--- config.mk ---
export PLATFORM = sky130hd
export DESIGN_NAME = divisor_secuencial
export DESIGN_NICKNAME = d
export VERILOG_FILES = /design/src/rtl/div_pkg.sv /design/src/rtl/fsm_div.sv /design/src/rtl/divisor_secuencial.sv
export SDC_FILE = /design/constraint.sdc
export NUM_CORES = 1
export LEC_CHECK = 0
export CORE_MARGIN = 3
export CORE_UTILIZATION = 35
export DETAILED_ROUTE_END_ITERATION = 10
export GPL_TIMING_DRIVEN = 0
export SLEW_MARGIN = 20
export SYNTH_ARGS = -nofsm -noshare
export SYNTH_HDL_FRONTEND = slang
export SYNTH_SLANG_ARGS = --single-unit
--- constraint.sdc ---
create_clock -name clk -period 2.01 [get_ports clk]
set_input_delay 0.402 -clock clk [delete_from_list [all_inputs] [get_ports clk]]
set_output_delay 0.402 -clock clk [all_outputs]
set_load 0.01 [all_outputs]
--- src/rtl/div_pkg.sv ---
// Shared types and constants for the sequential restoring divider.
package div_pkg;

   typedef enum logic [2:0] {
      ESPERA_INICIO = 3'd0,
      INICIO        = 3'd1,
      DESPLAZA      = 3'd2,
      RESTA         = 3'd3,
      CORRIGE       = 3'd4,
      FIN           = 3'd5
   } estado_div_t;

   localparam int DIV_N = 8;

   // Quotient reported for a zero divisor at the default width.
   localparam logic [DIV_N-1:0] DIV_CERO_Q = '1;

endpackage

--- src/rtl/fsm_div.sv ---
// Controller for divisor_secuencial: sequences load, N shift/subtract pairs,
// result correction and the one-cycle done state. State is exported for debug.
module fsm_div
   import div_pkg::*;
(
   input  logic        clk,
   input  logic        rst,
   input  logic        valid_i,
   input  logic        count_done_i,
   input  logic        div_zero_i,
   output logic        load_o,
   output logic        shift_o,
   output logic        sub_en_o,
   output logic        count_o,
   output logic        corrige_o,
   output logic        done_o,
   output estado_div_t estado_o
);

   estado_div_t estado_q, estado_d;

   always_ff @(posedge clk or posedge rst) begin
      if (rst) estado_q <= ESPERA_INICIO;
      else     estado_q <= estado_d;
   end

   always_comb begin
      estado_d = estado_q;
      unique case (estado_q)
         ESPERA_INICIO: if (valid_i) estado_d = INICIO;
         // A zero divisor still passes through CORRIGE, where the
         // divide-by-zero result is written, so done lands one edge later.
         INICIO:        estado_d = div_zero_i ? CORRIGE : DESPLAZA;
         DESPLAZA:      estado_d = RESTA;
         RESTA:         estado_d = count_done_i ? CORRIGE : DESPLAZA;
         CORRIGE:       estado_d = FIN;
         FIN:           estado_d = ESPERA_INICIO;
         default:       estado_d = ESPERA_INICIO;
      endcase
   end

   always_comb begin
      load_o    = 1'b0;
      shift_o   = 1'b0;
      sub_en_o  = 1'b0;
      count_o   = 1'b0;
      corrige_o = 1'b0;
      done_o    = 1'b0;
      unique case (estado_q)
         ESPERA_INICIO: load_o = valid_i;
         DESPLAZA:      shift_o = 1'b1;
         RESTA: begin
            sub_en_o = 1'b1;
            count_o  = 1'b1;
         end
         CORRIGE:       corrige_o = 1'b1;
         FIN:           done_o = 1'b1;
         default:       ;
      endcase
   end

   assign estado_o = estado_q;

endmodule

--- src/rtl/divisor_secuencial.sv ---
// Sequential radix-2 restoring divider, one quotient bit per two cycles.
// Define DIV_SIGNED_EN for two's-complement operands; default is unsigned.
module divisor_secuencial
   import div_pkg::*;
#(
   parameter int N = DIV_N
) (
   input  logic         clk,
   input  logic         rst,
   input  logic         valid,
   input  logic [N-1:0] dividendo,
   input  logic [N-1:0] divisor,
   output logic         busy,
   output logic         done,
   output logic [N-1:0] cociente,
   output logic [N-1:0] residuo,
   output logic         div_cero
);

   localparam int CW = $clog2(N + 1);

   logic [N:0]    r_q;
   logic [N-1:0]  q_q, d_q, a_q;
   logic [CW-1:0] cnt_q;
   logic [N-1:0]  cociente_q, residuo_q;
   logic          div_cero_q;

   logic          load, shift, sub_en, count, corrige, done_w;
   logic          count_done, div_zero;
   estado_div_t   estado;
   logic [N:0]    trial;
   logic [N-1:0]  mag_a, mag_b, q_fin, r_fin;

`ifdef DIV_SIGNED_EN
   logic sa_q, sb_q;

   // |-2^(N-1)| wraps back to 2^(N-1), which is exact as an N-bit unsigned.
   assign mag_a = dividendo[N-1] ? -dividendo : dividendo;
   assign mag_b = divisor[N-1]   ? -divisor   : divisor;
   assign q_fin = (sa_q ^ sb_q) ? -q_q : q_q;
   assign r_fin = sa_q ? -r_q[N-1:0] : r_q[N-1:0];

   always_ff @(posedge clk or posedge rst) begin
      if (rst) begin
         sa_q <= 1'b0;
         sb_q <= 1'b0;
      end else if (load) begin
         sa_q <= dividendo[N-1];
         sb_q <= divisor[N-1];
      end
   end
`else
   assign mag_a = dividendo;
   assign mag_b = divisor;
   assign q_fin = q_q;
   assign r_fin = r_q[N-1:0];
`endif

   assign trial      = r_q - {1'b0, d_q};
   assign count_done = (cnt_q == CW'(1));
   assign div_zero   = (d_q == '0);

   fsm_div u_fsm (
      .clk          (clk),
      .rst          (rst),
      .valid_i      (valid),
      .count_done_i (count_done),
      .div_zero_i   (div_zero),
      .load_o       (load),
      .shift_o      (shift),
      .sub_en_o     (sub_en),
      .count_o      (count),
      .corrige_o    (corrige),
      .done_o       (done_w),
      .estado_o     (estado)
   );

   always_ff @(posedge clk or posedge rst) begin
      if (rst) begin
         r_q   <= '0;
         q_q   <= '0;
         d_q   <= '0;
         a_q   <= '0;
         cnt_q <= '0;
      end else begin
         if (load) begin
            r_q   <= '0;
            q_q   <= mag_a;
            d_q   <= mag_b;
            a_q   <= dividendo;
            cnt_q <= CW'(N);
         end
         if (shift) begin
            r_q <= {r_q[N-1:0], q_q[N-1]};
            q_q <= {q_q[N-2:0], 1'b0};
         end
         if (sub_en) begin
            // Trial MSB clear means R >= D: keep the difference, quotient bit 1.
            if (!trial[N]) begin
               r_q    <= trial;
               q_q[0] <= 1'b1;
            end else begin
               q_q[0] <= 1'b0;
            end
         end
         if (count) cnt_q <= cnt_q - CW'(1);
      end
   end

   always_ff @(posedge clk or posedge rst) begin
      if (rst) begin
         cociente_q <= '0;
         residuo_q  <= '0;
         div_cero_q <= 1'b0;
      end else if (corrige) begin
         if (div_zero) begin
            cociente_q <= '1;
            residuo_q  <= a_q;
            div_cero_q <= 1'b1;
         end else begin
            cociente_q <= q_fin;
            residuo_q  <= r_fin;
            div_cero_q <= 1'b0;
         end
      end
   end

   assign busy     = (estado != ESPERA_INICIO);
   assign done     = done_w;
   assign cociente = cociente_q;
   assign residuo  = residuo_q;
   assign div_cero = div_cero_q;

endmodule
==> flow_summary.yaml <==
global_routing:
  grt_pass1_wl_mm: 11.8
  antenna_found_initial: 0
  track_usage_pct: 15.4
  grt_pass1_vias: 2399
  grt_max_degree: 58
  grt_overflow: 0
yosys:
  synthCells: 297
  yosys_warnings: 0
  synth_common_cells: "dfrtp_1 (57), nor2_1 (38), nand2_1 (29)"
  yosys.cell_count.top_type: "dfrtp_1"
  postSynth.asyncResetShare_pct: 100
  netlist_area_um2: 2900
  ys_types: 42
  synth-seq-cells: 57
  synth_flop_cell: "dfrtp_1"
  syn_avg_cell_area_um2: 9.77
  yosysSeqAreaShare_pct: 49.2
  synth_fp_nets: 327
  yosys.area.top_type: "dfrtp_1"
  synth.area.top_cells: "dfrtp_1 (49%), nor2_1 (4.9%), mux2i_1 (4.8%), a21oi_1 (4.7%), ha_1 (4.3%)"
  synth-edff-count: 0
  synth_top_area_share_pct: 49.2
timing:
  slew_headroom_pct: 65.1
  setup_slack_ns: -0.154
  rsz0062_at_grt: "yes"
  skew_ns: 0.00648
  timing_hold_violations_final: 0
  finalMaxSlewViolations: 0
  fin_crit_sh_pct: 108
  min_period_ns: 2.16
  final.setup.tns_ns: -0.961
  worst_slew_pin_slew_ns: 0.524
  clock.fmax_mhz: 462
  setup_viol: 9
critical_path:
  path_class: "reg2reg"
  cpPeakStageDelay_ns: 0.42
  reg2reg_setup_slack_ns: -0.15
  path_max_fanout: 3
  cp.buffers_inverters: 0
  critical-path-slowest-cell: "dfrtp_1"
  worstPathRequired_ns: 2.22
  critical-path-top-delay-family: "adder cells"
  path_cells: "ha_4, fa_2, nand2b_4, a211oi_4, o2111ai_2, nand3_4, mux2_1"
  start_kind: "register"
  end_kind: "register"
  cp_data_arrival_time_ns: 2.38
clock_tree:
  cts_sinks: 57
  cts_tree: "yes"
  clk_pin_slew_worst_paths_ns: 0.07
  cts_buffer_depth: 2
  htreeDepth: 3
  clk_latency_ns: 0.33
  clock-root-buffer: "clkbuf_8"
  cts_inserted_buffers: 9
  postCtsHoldBufs: 0
finish:
  syn_to_final_growth_pct: 32.2
  nFillCells: 740
  fin_nets: 387
  drive_gt1_share_pct: 18.6
  n_antenna_cell: 0
  finalCoreUtilization_pct: 48.6
  finalNonFillerCells: 463
drt:
  dr.pass1.iters: 4
  wire_per_inst_um: 15.1
  vias_per_cell: 5.04
  drc: 0
  routed_wl_mm: 7.00
  ant_nets: 0
  drtIter0Drc: 104
  vias: 2332
run:
  maxCapViolations: 0
floorplanning:
  start_util_pct: 36.8
  die_y_um: 97.0
  io_pins: 38
  die_x_um: 97.0
  rows: 32
  coreArea_um2: 7890
  dieArea_um2: 9410
status:
  outcome: "complete, but fails checks"
  failed_checks: "negative setup slack"
power:
  power_w: 0.00629
  power_density_nw_per_um2: 1640
  power_leakage_nw: 1.68
  ir_drop_mv: 0.762
placed_design:
  dp_cells: 437
  place_congestion: 0.781
  dp_hpwl_mm: 4.81
  preCtsSetupSlack_ns: -0.355
  port_buffers: 37
min_path:
  hold_path_class: "in2async"
path summary, 6_finish.rpt:
kind / startpoint / to / cells past startpoint
max in group asynchronous: rst / cociente[3] / 3
worst max-delay path: d_q[0] / r_q[6] / 7
worst max register to register: d_q[0] / r_q[6] / 7
worst min register to register: q_fin[2] / q_fin[2] / 2
min in group clk: q_fin[2] / q_fin[2] / 2
worst min-delay path: rst / cociente[5] / 3
sequential cells by signal, summed over array words and instances, names as in the netlist:
| name | flops |
|---|---|
| q_fin | 8 |
| div_cero | 1 |
| u_fsm.estado_o | 3 |
| cociente | 8 |
| residuo | 8 |
| d_q | 8 |
| r_q | 9 |
| cnt_q | 4 |
| a_q | 8 |
power breakdown:
part           switching, W  total, W  leakage [nW]  internal (W)
logic               0.00167   0.00326         0.854       0.00158
registers          0.000359   0.00196         0.722       0.00160
clock network      0.000447   0.00108         0.102      0.000629
metrics by stage:
| stage | instance area, µm² | hold slack [ns] |
|---|---|---|
| 5_1_grt | 3830 | 0.514 |
| 3_3_place_gp | 3410 | 0.480 |
| 3_5_place_dp | 3440 | 0.484 |
| 4_1_cts | 3740 | 0.491 |
| 2_1_floorplan | 2920 | 0.462 |
| 6_report | 3830 | 0.470 |
layout by cell type, fill, tap and decap left out, types with 2 or more instances in the layout:
| cell | instances |
|---|---|
| xor2_1 | 2 |
| inv_1 | 14 |
| clkdlybuf4s50_1 | 35 |
| nand3b_1 | 2 |
| clkbuf_8 | 12 |
| a22oi_1 | 15 |
| buf_4 | 12 |
| nand2_1 | 29 |
| a31oi_1 | 3 |
| or3_1 | 2 |
| o21ai_0 | 12 |
| mux2_2 | 10 |
| nand2b_1 | 2 |
| nor2b_1 | 3 |
| a21oi_1 | 26 |
| o21a_1 | 2 |
| mux2i_1 | 14 |
| o21bai_1 | 2 |
| clkbuf_1 | 7 |
| dfrtp_2 | 3 |
| nor2_1 | 37 |
| nor3_1 | 3 |
| o22a_1 | 2 |
| clkinv_2 | 2 |
| nand3_1 | 3 |
| ha_1 | 9 |
| dlygate4sd2_1 | 2 |
| dfrtp_1 | 54 |
| clkbuf_4 | 3 |
| nor4b_1 | 2 |
| buf_2 | 3 |
logic make-up after synthesis:
kind of cell               synth area share, %
and+or+nand+nor                           15.4
AOI/OAI and AO/OA                         15.7
DFF                                       49.2
buffers and inverters                     4.79
muxes                                     9.10
adders and majority gates                 5.00
xor gates and xnor gates                 0.906
what timing repair did:
action                     CTS  global route
pin swaps                    2             4
buffers inserted             5             8
setup endpoints to repair   12            32
resized for setup           18            16
hold endpoints to repair     0             0
metal layers:
| metal | GRT usage [%] | vias up | share of wire (%) |
|---|---|---|---|
| met3 | 3.82 | 12 | 3.4 |
| met2 | 24.1 | 43 | 47 |
| met5 | 0 | - | 0 |
| li1 | - | 1157 | - |
| met4 | 5.08 | 0 | 1.6 |
| met1 | 21.0 | 1120 | 48 |
final cells by class:
class | instances | area, µm² | area share [%]
buffer | 15 | 86.3 | 2.25
tap | 102 | 128 | 3.33
clock buffer | 12 | 155 | 4.05
multi-input combinational | 207 | 1420 | 37.1
inverter | 16 | 62.6 | 1.63
timing repair buffer | 51 | 509 | 13.3
clock inverter | 3 | 40.0 | 1.04
sequential | 57 | 1430 | 37.3
tightest hold or removal path: cells and delay by family:
kind | cells | cell delay, ns
buf+inv | 3 | 0.78
Power figures use the tool's default switching activity.
==> edit: new RTL, same flow settings <==
Build with the macro `DIV_SIGNED_EN` defined.
--- a/src/rtl/divisor_secuencial.sv
+++ b/src/rtl/divisor_secuencial.sv
@@ -1,4 +1,6 @@
 // Sequential radix-2 restoring divider, one quotient bit per two cycles.
 // Define DIV_SIGNED_EN for two's-complement operands; default is unsigned.
+`define DIV_SIGNED_EN
+
 module divisor_secuencial
    import div_pkg::*;
Function: same outputs for any inputs over 10 cycles, from zero or initial values and one cycle with rst high; that may be too few to reach the edited logic, so the function may still have changed.
==> edit against the original RTL <==
- the run still ends with negative setup slack left
- utilization fell by 1.8 points
- area after synthesis increased by 19%
- sequential cell count up 1
- sequential share of layout area decreased by 4.2 points
- via count increased by 26%
- critical path depth up 2
- global-route usage grew 0.71 points
- largest power group unchanged
- first-iteration DRC count is 45% higher
- setup slack worse by 83 ps
- final area rose by 15%
- power rose by 20%
- fmax shrank 3.7%
- routed wire length is 21% higher
==> edit: results (changes against the original RTL) <==
| Metric | Value |
|---|---|
| FF-to-FF path depth | `9 (+2)` |
| Post-synthesis sequential area ratio | `41.95% (-7.2 points)` |
| Hpwl dp | `6252 um (+30%)` |
| First-pass GRT wire length | `14380 um (+22%)` |
| Placer Congestion | `0.8328 (+6.6%)` |
| Top post-synthesis cells by area | `dfrtp_1, nand2_1, o21ai_0` |
| Pin count of the biggest net entering global routing | `34 (-41%)` |
| Vias in the first global route | `2834 (+18%)` |
| Outcome | `complete, but fails checks` |
| Unique masters post-synth | `47 (+12%)` |
| Setup WS post-layout | `-236.3 ps (-82.71 ps)` |
| Final wirelength | `8458 um (+21%)` |
| Worst-path fanout max | `7 (+4)` |
| Placement Setup Slack | `-405.3 ps (-50.04 ps)` |
| I/O Buffers | `35 (-5.4%)` |
| GRT Util Overall | `16.13% (+0.71 points)` |
| Dpl cells | `561 (+28%)` |
| Initial DRC count | `151 (+45%)` |
| Setup TNS | `-1469 ps (-508.9 ps)` |
| Failing checks | `negative setup slack` |
| Layout cells sized above 1 | `13.26% (-5.3 points)` |
| Placement Cell Area | `4026 um2 (+17%)` |
| CP arrival | `2480 ps (+100 ps)` |
| Finished Layout Cells | `589 (+27%)` |
| Max VDD drop | `564.7 uV (-26%)` |
| Clk_skew | `6.536 ps (+0.05298 ps)` |
| Static leakage | `1.975 nW (+18%)` |
| Nets@finish | `489 (+26%)` |
| Final setup viols | `9 (unchanged)` |
| Post-synth top cells | `nand2_1, dfrtp_1, o21ai_0` |
## edit: cells by family after synthesis
family	share of synthesized area [%]
compound gates	17.32
flops	41.95
xor+xnor	6.582
simple gates	18.52
mux	3.798
fa+ha+maj	5.642
buf+inv	6.184
## edit: area by class of cell
class / count / area (um2)
multi-input cells: 291 / 1888
clock buffers: 14 / 162.7
plain buffers: 18 / 98.84
flip-flops and latches: 58 / 1456
repair buffers: 51 / 500.5
well taps: 129 / 161.4
clock inverters: 2 / 35.03
fillers: 938 / 5012
inverters: 26 / 100.1
## edit: per-layer routing
layer | vias to the layer above | track usage [%] | routed length (um)
li1 | 1494 | - | -
met1 | 1392 | 22.70 | 4162
met2 | 50 | 24.54 | 3835
met3 | 10 | 3.123 | 343
met4 | 0 | 5.904 | 116
met5 | - | 0 | 0
## edit: final timing paths
check / start / to / slack, ps
max in group asynchronous: rst / d_q[0] / 1130
min in group clk: divisor[7] / sb_q / 420
hold / removal: rst / residuo[2] / 390
hold reg to reg: a_q[3] / a_q[3] / 480
setup reg to reg: d_q[0] / r_q[5] / -240
setup / recovery: d_q[0] / r_q[5] / -240
## edit: repair_timing
action,CTS,global route
gates resized for setup,12,10
pin swaps,7,3
hold buffers,0,0
setup buffers,10,5
endpoints found under the setup margin,11,22
## edit: critical path: stages (launching register included)
cell	delay, ps
dfrtp_2	430
ha_4	170
fa_2	340
nand2b_4	160
a211oi_4	230
buf_4	150
o21a_1	160
nor3_4	60
buf_12	140
mux2_4	290
## edit: power breakdown
group	switching, mW	total, mW	internal [mW]
Clock	0.468	1.11	0.640
Sequential	0.501	2.20	1.69
Combinational	2.21	4.26	2.05
